## config.mk

```make
export PLATFORM = sky130hd
export DESIGN_NAME = work_transmit
export DESIGN_NICKNAME = d
export VERILOG_FILES = /design/src/rtl/work_transmit_pkg.sv /design/src/rtl/work_transmit_uart_tx_byte.sv /design/src/rtl/work_transmit.sv
export SDC_FILE = /design/constraint.sdc
export NUM_CORES = 1
export LEC_CHECK = 0
export BUFFER_PORTS_ARGS = -buffer_cell sky130_fd_sc_hd__buf_2
export CORE_MARGIN = 5
export CORE_UTILIZATION = 49
export DETAILED_ROUTE_END_ITERATION = 6
export PLACE_DENSITY = 0.77
export SLEW_MARGIN = 20
export SYNTH_ARGS = -nofsm -noshare
export SYNTH_HDL_FRONTEND = slang
export SYNTH_HIERARCHICAL = 1
export SYNTH_SLANG_ARGS = --single-unit
```

## constraint.sdc

```tcl
create_clock -name clk -period 2.79 [get_ports clk]
set_input_delay 0.1395 -clock clk [delete_from_list [all_inputs] [get_ports clk]]
set_output_delay 0.1395 -clock clk [all_outputs]
set_load 0.005 [all_outputs]
```

## src/rtl/work_transmit_pkg.sv

```systemverilog
// Shared definitions for the work-unit serial transmitter: packet sizes,
// FSM state encodings and the baud-divisor helper used by both UART ends.
package work_transmit_pkg;

    localparam int KRAMBLE_PKT_BYTES = 44;
    localparam int ICARUS_PKT_BYTES  = 64;
    localparam int ICARUS_PAD_BITS   = 160;

    // Line states of the byte framer; the packet sequencer reuses IDLE,
    // DATA (packet in flight) and DONE.
    typedef enum logic [2:0] {
        ST_IDLE  = 3'd0,
        ST_START = 3'd1,
        ST_DATA  = 3'd2,
        ST_STOP  = 3'd3,
        ST_GAP   = 3'd4,
        ST_DONE  = 3'd5
    } tx_state_t;

    // Clock cycles per UART bit period (integer division, as the receiver does).
    function automatic int clks_per_bit(input int speed_mhz, input int baud);
        return (speed_mhz * 1000000) / baud;
    endfunction

endpackage

```

## src/rtl/work_transmit_uart_tx_byte.sv

```systemverilog
// Single-byte 8N1 framer: start bit, 8 data bits LSB first, stop bit and an
// optional idle-high gap. busy drops in the final stop-bit cycle so the next
// byte can be loaded with no dead cycle between frames.
module uart_tx_byte
    import work_transmit_pkg::*;
#(
    parameter int CLKS_PER_BIT = 4,
    parameter int GAP_BITS     = 0
) (
    input  logic       clk,
    input  logic       reset_in,
    input  logic       load,
    input  logic [7:0] byte_in,
    input  logic       gap,
    output logic       TxD,
    output logic       busy
);

    localparam int TICK_W = (CLKS_PER_BIT > 1) ? $clog2(CLKS_PER_BIT) : 1;
    localparam int GAP_W  = (GAP_BITS > 1) ? $clog2(GAP_BITS) : 1;
    localparam logic [TICK_W-1:0] TICK_LAST = TICK_W'(CLKS_PER_BIT - 1);
    localparam logic [GAP_W-1:0]  GAP_LAST  = GAP_W'((GAP_BITS > 0) ? (GAP_BITS - 1) : 0);
    localparam logic              GAP_EN    = (GAP_BITS > 0);

    tx_state_t         state_r;
    logic [TICK_W-1:0] tick_r;
    logic [2:0]        bit_r;
    logic [GAP_W-1:0]  gap_cnt_r;
    logic [7:0]        data_r;
    logic              txd_r;
    logic              tick_last_s;
    logic              frame_end_s;

    // Decode end of bit period and whether a new byte can be taken now.
    always_comb begin
        tick_last_s = (tick_r == TICK_LAST);
        frame_end_s = (state_r == ST_STOP) && tick_last_s;
        if (state_r == ST_IDLE) begin
            busy = 1'b0;
        end else if (frame_end_s) begin
            busy = 1'b0;
        end else begin
            busy = 1'b1;
        end
    end

    // Byte framing FSM; TxD comes straight from txd_r.
    always_ff @(posedge clk) begin
        if (!reset_in) begin
            state_r   <= ST_IDLE;
            tick_r    <= '0;
            bit_r     <= 3'd0;
            gap_cnt_r <= '0;
            data_r    <= 8'h00;
            txd_r     <= 1'b1;
        end else begin
            case (state_r)
                ST_IDLE: begin
                    tick_r    <= '0;
                    bit_r     <= 3'd0;
                    gap_cnt_r <= '0;
                    if (load) begin
                        data_r  <= byte_in;
                        txd_r   <= 1'b0;
                        state_r <= ST_START;
                    end else begin
                        txd_r   <= 1'b1;
                        state_r <= ST_IDLE;
                    end
                end
                ST_START: begin
                    if (tick_last_s) begin
                        tick_r  <= '0;
                        bit_r   <= 3'd0;
                        txd_r   <= data_r[0];
                        state_r <= ST_DATA;
                    end else begin
                        tick_r <= tick_r + TICK_W'(1);
                    end
                end
                ST_DATA: begin
                    if (tick_last_s) begin
                        tick_r <= '0;
                        if (bit_r == 3'd7) begin
                            txd_r   <= 1'b1;
                            state_r <= ST_STOP;
                        end else begin
                            bit_r  <= bit_r + 3'd1;
                            txd_r  <= data_r[1];
                            data_r <= {1'b0, data_r[7:1]};
                        end
                    end else begin
                        tick_r <= tick_r + TICK_W'(1);
                    end
                end
                ST_STOP: begin
                    if (tick_last_s) begin
                        tick_r <= '0;
                        if (load) begin
                            data_r <= byte_in;
                            if (gap && GAP_EN) begin
                                gap_cnt_r <= '0;
                                txd_r     <= 1'b1;
                                state_r   <= ST_GAP;
                            end else begin
                                txd_r   <= 1'b0;
                                state_r <= ST_START;
                            end
                        end else begin
                            txd_r   <= 1'b1;
                            state_r <= ST_IDLE;
                        end
                    end else begin
                        tick_r <= tick_r + TICK_W'(1);
                    end
                end
                ST_GAP: begin
                    if (tick_last_s) begin
                        tick_r <= '0;
                        if (gap_cnt_r == GAP_LAST) begin
                            txd_r   <= 1'b0;
                            state_r <= ST_START;
                        end else begin
                            gap_cnt_r <= gap_cnt_r + GAP_W'(1);
                        end
                    end else begin
                        tick_r <= tick_r + TICK_W'(1);
                    end
                end
                default: begin
                    tick_r  <= '0;
                    txd_r   <= 1'b1;
                    state_r <= ST_IDLE;
                end
            endcase
        end
    end

    assign TxD = txd_r;

endmodule

```

## src/rtl/work_transmit.sv

```systemverilog
// Work-unit transmitter: captures midstate/data2 on an accepted start and
// streams the packet image MSB byte first through the byte framer.
module work_transmit
    import work_transmit_pkg::*;
#(
    parameter int SPEED_MHZ = 50,
    parameter int BAUD      = 115200,
    parameter int ICARUS    = 0,
    parameter int GAP_BITS  = 0
) (
    input  logic         clk,
    input  logic         reset_in,
    input  logic         start,
    input  logic [255:0] midstate,
    input  logic [95:0]  data2,
    output logic         TxD,
    output logic         busy,
    output logic         done,
    output logic [6:0]   byte_index
);

    localparam int CLKS_PER_BIT = clks_per_bit(SPEED_MHZ, BAUD);
    localparam int PKT_BYTES    = (ICARUS != 0) ? ICARUS_PKT_BYTES : KRAMBLE_PKT_BYTES;
    localparam int PKT_BITS     = PKT_BYTES * 8;
    localparam logic [6:0] LAST_INDEX = 7'(PKT_BYTES - 1);

    if (CLKS_PER_BIT < 2) begin : g_bad_baud
        $error("work_transmit: CLKS_PER_BIT must be at least 2");
    end

    tx_state_t           phase_r;
    logic [PKT_BITS-1:0] shift_r;
    logic [6:0]          index_r;
    logic                busy_r;
    logic                done_r;

    logic [PKT_BITS-1:0] image_s;
    logic                accept_s;
    logic                last_byte_s;
    logic                stop_exit_s;
    logic                load_s;
    logic [7:0]          next_byte_s;
    logic                gap_s;
    logic                line_busy_s;
    logic                line_txd_s;

    if (ICARUS != 0) begin : g_icarus
        assign image_s = {midstate, {ICARUS_PAD_BITS{1'b0}}, data2};
    end else begin : g_kramble
        assign image_s = {midstate, data2};
    end

    // Accept/sequencing decode: first byte comes from the live image, later
    // bytes from the captured shift register as each stop bit ends.
    always_comb begin
        accept_s    = start && !busy_r;
        last_byte_s = (index_r == LAST_INDEX);
        stop_exit_s = (phase_r == ST_DATA) && !line_busy_s;
        gap_s       = !last_byte_s;
        if (accept_s) begin
            load_s      = 1'b1;
            next_byte_s = image_s[PKT_BITS-1 -: 8];
        end else if (stop_exit_s && !last_byte_s) begin
            load_s      = 1'b1;
            next_byte_s = shift_r[PKT_BITS-9 -: 8];
        end else begin
            load_s      = 1'b0;
            next_byte_s = shift_r[PKT_BITS-9 -: 8];
        end
    end

    // Packet sequencer: capture, byte advance, busy and done pulse.
    always_ff @(posedge clk) begin
        if (!reset_in) begin
            phase_r <= ST_IDLE;
            shift_r <= '0;
            index_r <= 7'd0;
            busy_r  <= 1'b0;
            done_r  <= 1'b0;
        end else begin
            case (phase_r)
                ST_IDLE, ST_DONE: begin
                    done_r <= 1'b0;
                    if (accept_s) begin
                        shift_r <= image_s;
                        index_r <= 7'd0;
                        busy_r  <= 1'b1;
                        phase_r <= ST_DATA;
                    end else begin
                        busy_r  <= 1'b0;
                        phase_r <= ST_IDLE;
                    end
                end
                ST_DATA: begin
                    if (stop_exit_s) begin
                        if (last_byte_s) begin
                            shift_r <= '0;
                            index_r <= 7'd0;
                            busy_r  <= 1'b0;
                            done_r  <= 1'b1;
                            phase_r <= ST_DONE;
                        end else begin
                            shift_r <= {shift_r[PKT_BITS-9:0], 8'h00};
                            index_r <= index_r + 7'd1;
                            done_r  <= 1'b0;
                        end
                    end else begin
                        done_r <= 1'b0;
                    end
                end
                default: begin
                    busy_r  <= 1'b0;
                    done_r  <= 1'b0;
                    phase_r <= ST_IDLE;
                end
            endcase
        end
    end

    uart_tx_byte #(
        .CLKS_PER_BIT (CLKS_PER_BIT),
        .GAP_BITS     (GAP_BITS)
    ) u_line (
        .clk      (clk),
        .reset_in (reset_in),
        .load     (load_s),
        .byte_in  (next_byte_s),
        .gap      (gap_s),
        .TxD      (line_txd_s),
        .busy     (line_busy_s)
    );

    assign TxD        = line_txd_s;
    assign busy       = busy_r;
    assign done       = done_r;
    assign byte_index = index_r;

endmodule

```

==> impl_metrics.prom <==
# TYPE chip_impl_metric gauge
chip_impl_info{name="run_status",value="completed"} 1
chip_impl_info{name="synth.area.top_cells",value="dfxtp_1, a221oi_1, nor2_1"} 1
chip_impl_metric{name="fin_nets",unit=""} 2726
chip_impl_metric{name="gr-total-overflow",unit=""} 0
chip_impl_metric{name="worst-r2r-setup-slack",unit="ns"} 0.11
chip_impl_metric{name="stdcell_area",unit="sq um"} 22500
chip_impl_metric{name="wirelength",unit="um"} 60300
chip_impl_metric{name="finalWorstPathRequiredPeriod",unit="ns"} 2.68
chip_impl_metric{name="dpl_worst_slack",unit="ns"} -0.0224
chip_impl_metric{name="postSynth.asyncResetShare",unit=""} 0
chip_impl_metric{name="tightest_slew",unit="ns"} 0.948
chip_impl_metric{name="io-pin-count",unit=""} 365
chip_impl_metric{name="power_density",unit="nW/um^2"} 759
chip_impl_metric{name="share_comb_of_total_power",unit=""} 0.265
chip_impl_metric{name="vdd.ir_drop.worst",unit="V"} 0.000496
chip_impl_metric{name="synth_area",unit="sq um"} 15700
chip_impl_metric{name="yosys_warnings",unit=""} 6
chip_impl_info{name="cts-root-buf",value="clkbuf_16"} 1
chip_impl_metric{name="relative_contribution_of_sequential_cells_to_total_power",unit=""} 0.416
chip_impl_metric{name="finalNonFillerCells",unit=""} 2797
chip_impl_metric{name="cts_inserted_buffers",unit=""} 40
chip_impl_metric{name="clock-skew-final",unit="ns"} 0.0122
chip_impl_metric{name="vias_per_cell",unit=""} 6.36
chip_impl_metric{name="synth_enable_flop_cells",unit=""} 0
chip_impl_metric{name="postSynthAreaPerCell",unit="sq um"} 8.89
chip_impl_metric{name="intPower",unit="mW"} 11.7
chip_impl_metric{name="fp.dieH",unit="um"} 189
chip_impl_metric{name="dr_wl_met2",unit="um"} 28600
chip_impl_metric{name="final_hold_viol_count",unit=""} 0
chip_impl_metric{name="grt_pass1_wl",unit="um"} 93800
chip_impl_info{name="netlist.top_cell.by_area",value="dfxtp_1"} 1
chip_impl_metric{name="via_count",unit=""} 17800
chip_impl_metric{name="floorplan.initialDensity",unit=""} 0.496
chip_impl_metric{name="max-cap-violations",unit=""} 0
chip_impl_metric{name="path_clk_slew",unit="ns"} 0.06
chip_impl_info{name="tritoncts_clock_tree",value="yes"} 1
chip_impl_metric{name="area_delta_synth_final",unit="%"} 44.0
chip_impl_metric{name="die-width",unit="um"} 189
chip_impl_metric{name="drt_pre_antenna_iters",unit=""} 7
chip_impl_metric{name="critPathMaxFanout",unit=""} 19
chip_impl_metric{name="clkPwrFrac",unit=""} 0.319
chip_impl_metric{name="yosysSeqAreaShare",unit=""} 0.483
chip_impl_metric{name="post-dp-hpwl",unit="um"} 30500
chip_impl_metric{name="worst_skew_pair.late_latency",unit="ns"} 0.51
chip_impl_metric{name="finalWeightedCongestion",unit=""} 0.863
chip_impl_metric{name="slew-limit-headroom",unit=""} 0.368
chip_impl_metric{name="final_core_utilization",unit=""} 0.714
chip_impl_metric{name="postSynthCellCount",unit=""} 1761
chip_impl_metric{name="io_buffer_count",unit=""} 364
chip_impl_metric{name="synth.distinct_cells",unit=""} 54
chip_impl_info{name="yosys.cell_count.top_type",value="dfxtp_1"} 1
chip_impl_metric{name="overall_power_of_the_completed_layout",unit="mW"} 17.1
chip_impl_metric{name="dr_wl_met3",unit="um"} 5400
chip_impl_metric{name="rows",unit=""} 65
chip_impl_metric{name="placed_cells_incl_taps",unit=""} 2370
chip_impl_info{name="start_kind",value="flop"} 1
chip_impl_metric{name="first_iter_violations",unit=""} 1817
chip_impl_metric{name="drc",unit=""} 0
chip_impl_metric{name="critical_path_required",unit="ns"} 3.17
chip_impl_metric{name="static_leakage_power",unit="nW"} 9.29
chip_impl_metric{name="synth_nets",unit=""} 2127
chip_impl_metric{name="instance_area_at_placement",unit="sq um"} 17600
chip_impl_metric{name="grt_start_max_net_pins",unit=""} 213
chip_impl_metric{name="post-route-worst-setup-slack",unit="ns"} 0.108
chip_impl_info{name="synth_top_flop_cell",value="dfxtp_1"} 1
chip_impl_metric{name="finalCritPeriodShare",unit=""} 0.961
chip_impl_info{name="highest_layer_used_for_signal_routing",value="met4"} 1
chip_impl_metric{name="fp.dieArea",unit="sq um"} 35600
chip_impl_metric{name="post-synth-top-area-fraction",unit=""} 0.483
chip_impl_metric{name="antenna_left",unit=""} 0
chip_impl_metric{name="placeableCoreArea",unit="sq um"} 31600
chip_impl_metric{name="total_of_flip_flops_plus_latches_after_synthesis",unit=""} 378
chip_impl_metric{name="finalSetupViolations",unit=""} 0
chip_impl_metric{name="swShare",unit=""} 0.315
chip_impl_metric{name="ctsLongestPathBuffers",unit=""} 3
chip_impl_metric{name="wl_met1",unit="um"} 22300
chip_impl_info{name="endpoint_kind_of_the_worst_setup_timing_path",value="flop"} 1
chip_impl_metric{name="global_route.usage.total",unit=""} 0.317
chip_impl_metric{name="clock_sinks",unit=""} 378
chip_impl_metric{name="grt_pass1_vias",unit=""} 17700
chip_impl_metric{name="worstPathArrival",unit="ns"} 3.06
chip_impl_metric{name="cts_max_level",unit=""} 2
chip_impl_metric{name="wl_per_cell",unit="um"} 21.6
chip_impl_info{name="netlist_top_cells_count",value="dfxtp_1, nor2_1, a221oi_1"} 1
chip_impl_info{name="critical_path_class",value="flop to flop"} 1
chip_impl_info{name="rsz0062_at_grt",value="false"} 1
chip_impl_info{name="worstHoldPathType",value="input port to flop"} 1
chip_impl_metric{name="switching_power",unit="mW"} 5.40
chip_impl_metric{name="initial_antenna_violation_count",unit=""} 7
chip_impl_metric{name="post_route_cells_drive_above_1_share",unit=""} 0.207
chip_impl_metric{name="clock.fmax",unit="MHz"} 373
chip_impl_metric{name="slew_violations",unit=""} 0
chip_impl_metric{name="num-fill-cells",unit=""} 2088
[layer usage]
metal  up-vias  global-route usage
li1       7861                   -
met1      8384               0.376
met2      1232               0.531
met3       317              0.0676
met4         0               0.186
met5         -                   0
[through the flow]
stage	setup TNS (ns)	hold slack (ns)
floorplan	0	0.315
global placement	0	0.396
detailed placement	-0.0446	0.406
CTS	0	0.107
global route	0	0.150
finish	0	0.117
[critical path, stage by stage (launching register included)]
cell and delay (ns):
dfxtp_1 0.34, inv_1 0.05, ha_1 0.18, and4b_2 0.27, and2_2 0.24, a21oi_2 0.23, nor3b_4 0.09, buf_4 0.17
or2_4 0.32, buf_4 0.23, o21ai_0 0.32, nor2_1 0.10
[placed cells by master (no fill, tap or decap), types with 8 or more instances in the layout]
master         count
a221oi_1         335
ha_1              11
nor2b_1           11
mux2i_1            9
a22oi_1            8
dlygate4sd3_1    344
o21ai_1           83
nand2_1           15
mux2_2             8
nor2_1           359
clkbuf_16         42
buf_12            21
o21ai_0          260
buf_2            363
clkbuf_1           8
diode_2           10
a21oi_1           10
clkbuf_8           8
dfxtp_1          378
buf_4             22
[flip-flops by register name, summed over array words and instances (netlist names)]
| name | cells |
|---|---|
| u_line/state_r | 2 |
| byte_index | 7 |
| busy | 1 |
| u_line/TxD | 1 |
| u_line/data_r | 8 |
| u_line/tick_r | 9 |
| u_line/bit_r | 3 |
| phase_r | 2 |
| done | 1 |
| shift_r | 344 |
[cell type report]
| type | count | area [sq um] | area share |
|---|---|---|---|
| antenna | 10 | 25.0 | 0.00111 |
| timing repair buffer | 753 | 5910 | 0.262 |
| inverter | 5 | 18.8 | 0.000833 |
| clock buffer | 56 | 1150 | 0.0511 |
| tap | 402 | 503 | 0.0223 |
| multi-input combinational | 1182 | 7180 | 0.319 |
| sequential | 378 | 7570 | 0.336 |
| clock inverter | 11 | 180 | 0.00799 |
[final timing paths]
kind / start / end / depth (start not counted)
hold / removal: reset_in / u_line/TxD / 2
setup / recovery: u_line/tick_r[1] / shift_r[96] / 11
setup reg to reg: u_line/tick_r[1] / shift_r[96] / 11
hold reg to reg: u_line/tick_r[0] / u_line/tick_r[0] / 1
[power by group through the flow]
stage / Sequential [mW] / Combinational [mW] / Clock, mW
after floorplan: 6.90 / 2.82 / 0
after global placement: 7.07 / 3.69 / 0
after detailed placement: 7.09 / 3.79 / 0
after CTS: 7.00 / 4.23 / 5.51
after global routing: 7.18 / 4.94 / 5.74
final: 7.11 / 4.54 / 5.46
[cells by family after synthesis]
group | synth area share
DFF | 0.483
buffers and inverters | 0.0606
xor gates and xnor gates | 0.00671
muxes | 0.0115
and+or+nand+nor | 0.110
adders and majority gates | 0.00879
AOI/OAI and AO/OA | 0.319
[what timing repair did]
| action | 4_1_cts | 5_1_grt |
|---|---|---|
| gates resized for setup | 0 | 5 |
| pin swaps | 0 | 1 |
| hold endpoints to repair | 344 | 0 |
| setup buffers | 0 | 4 |
| cloned | 1 | 1 |
| endpoints found under the setup margin | 60 | 312 |
| hold buffers | 344 | 0 |
No activity file was read; power rests on OpenSTA's default activity.
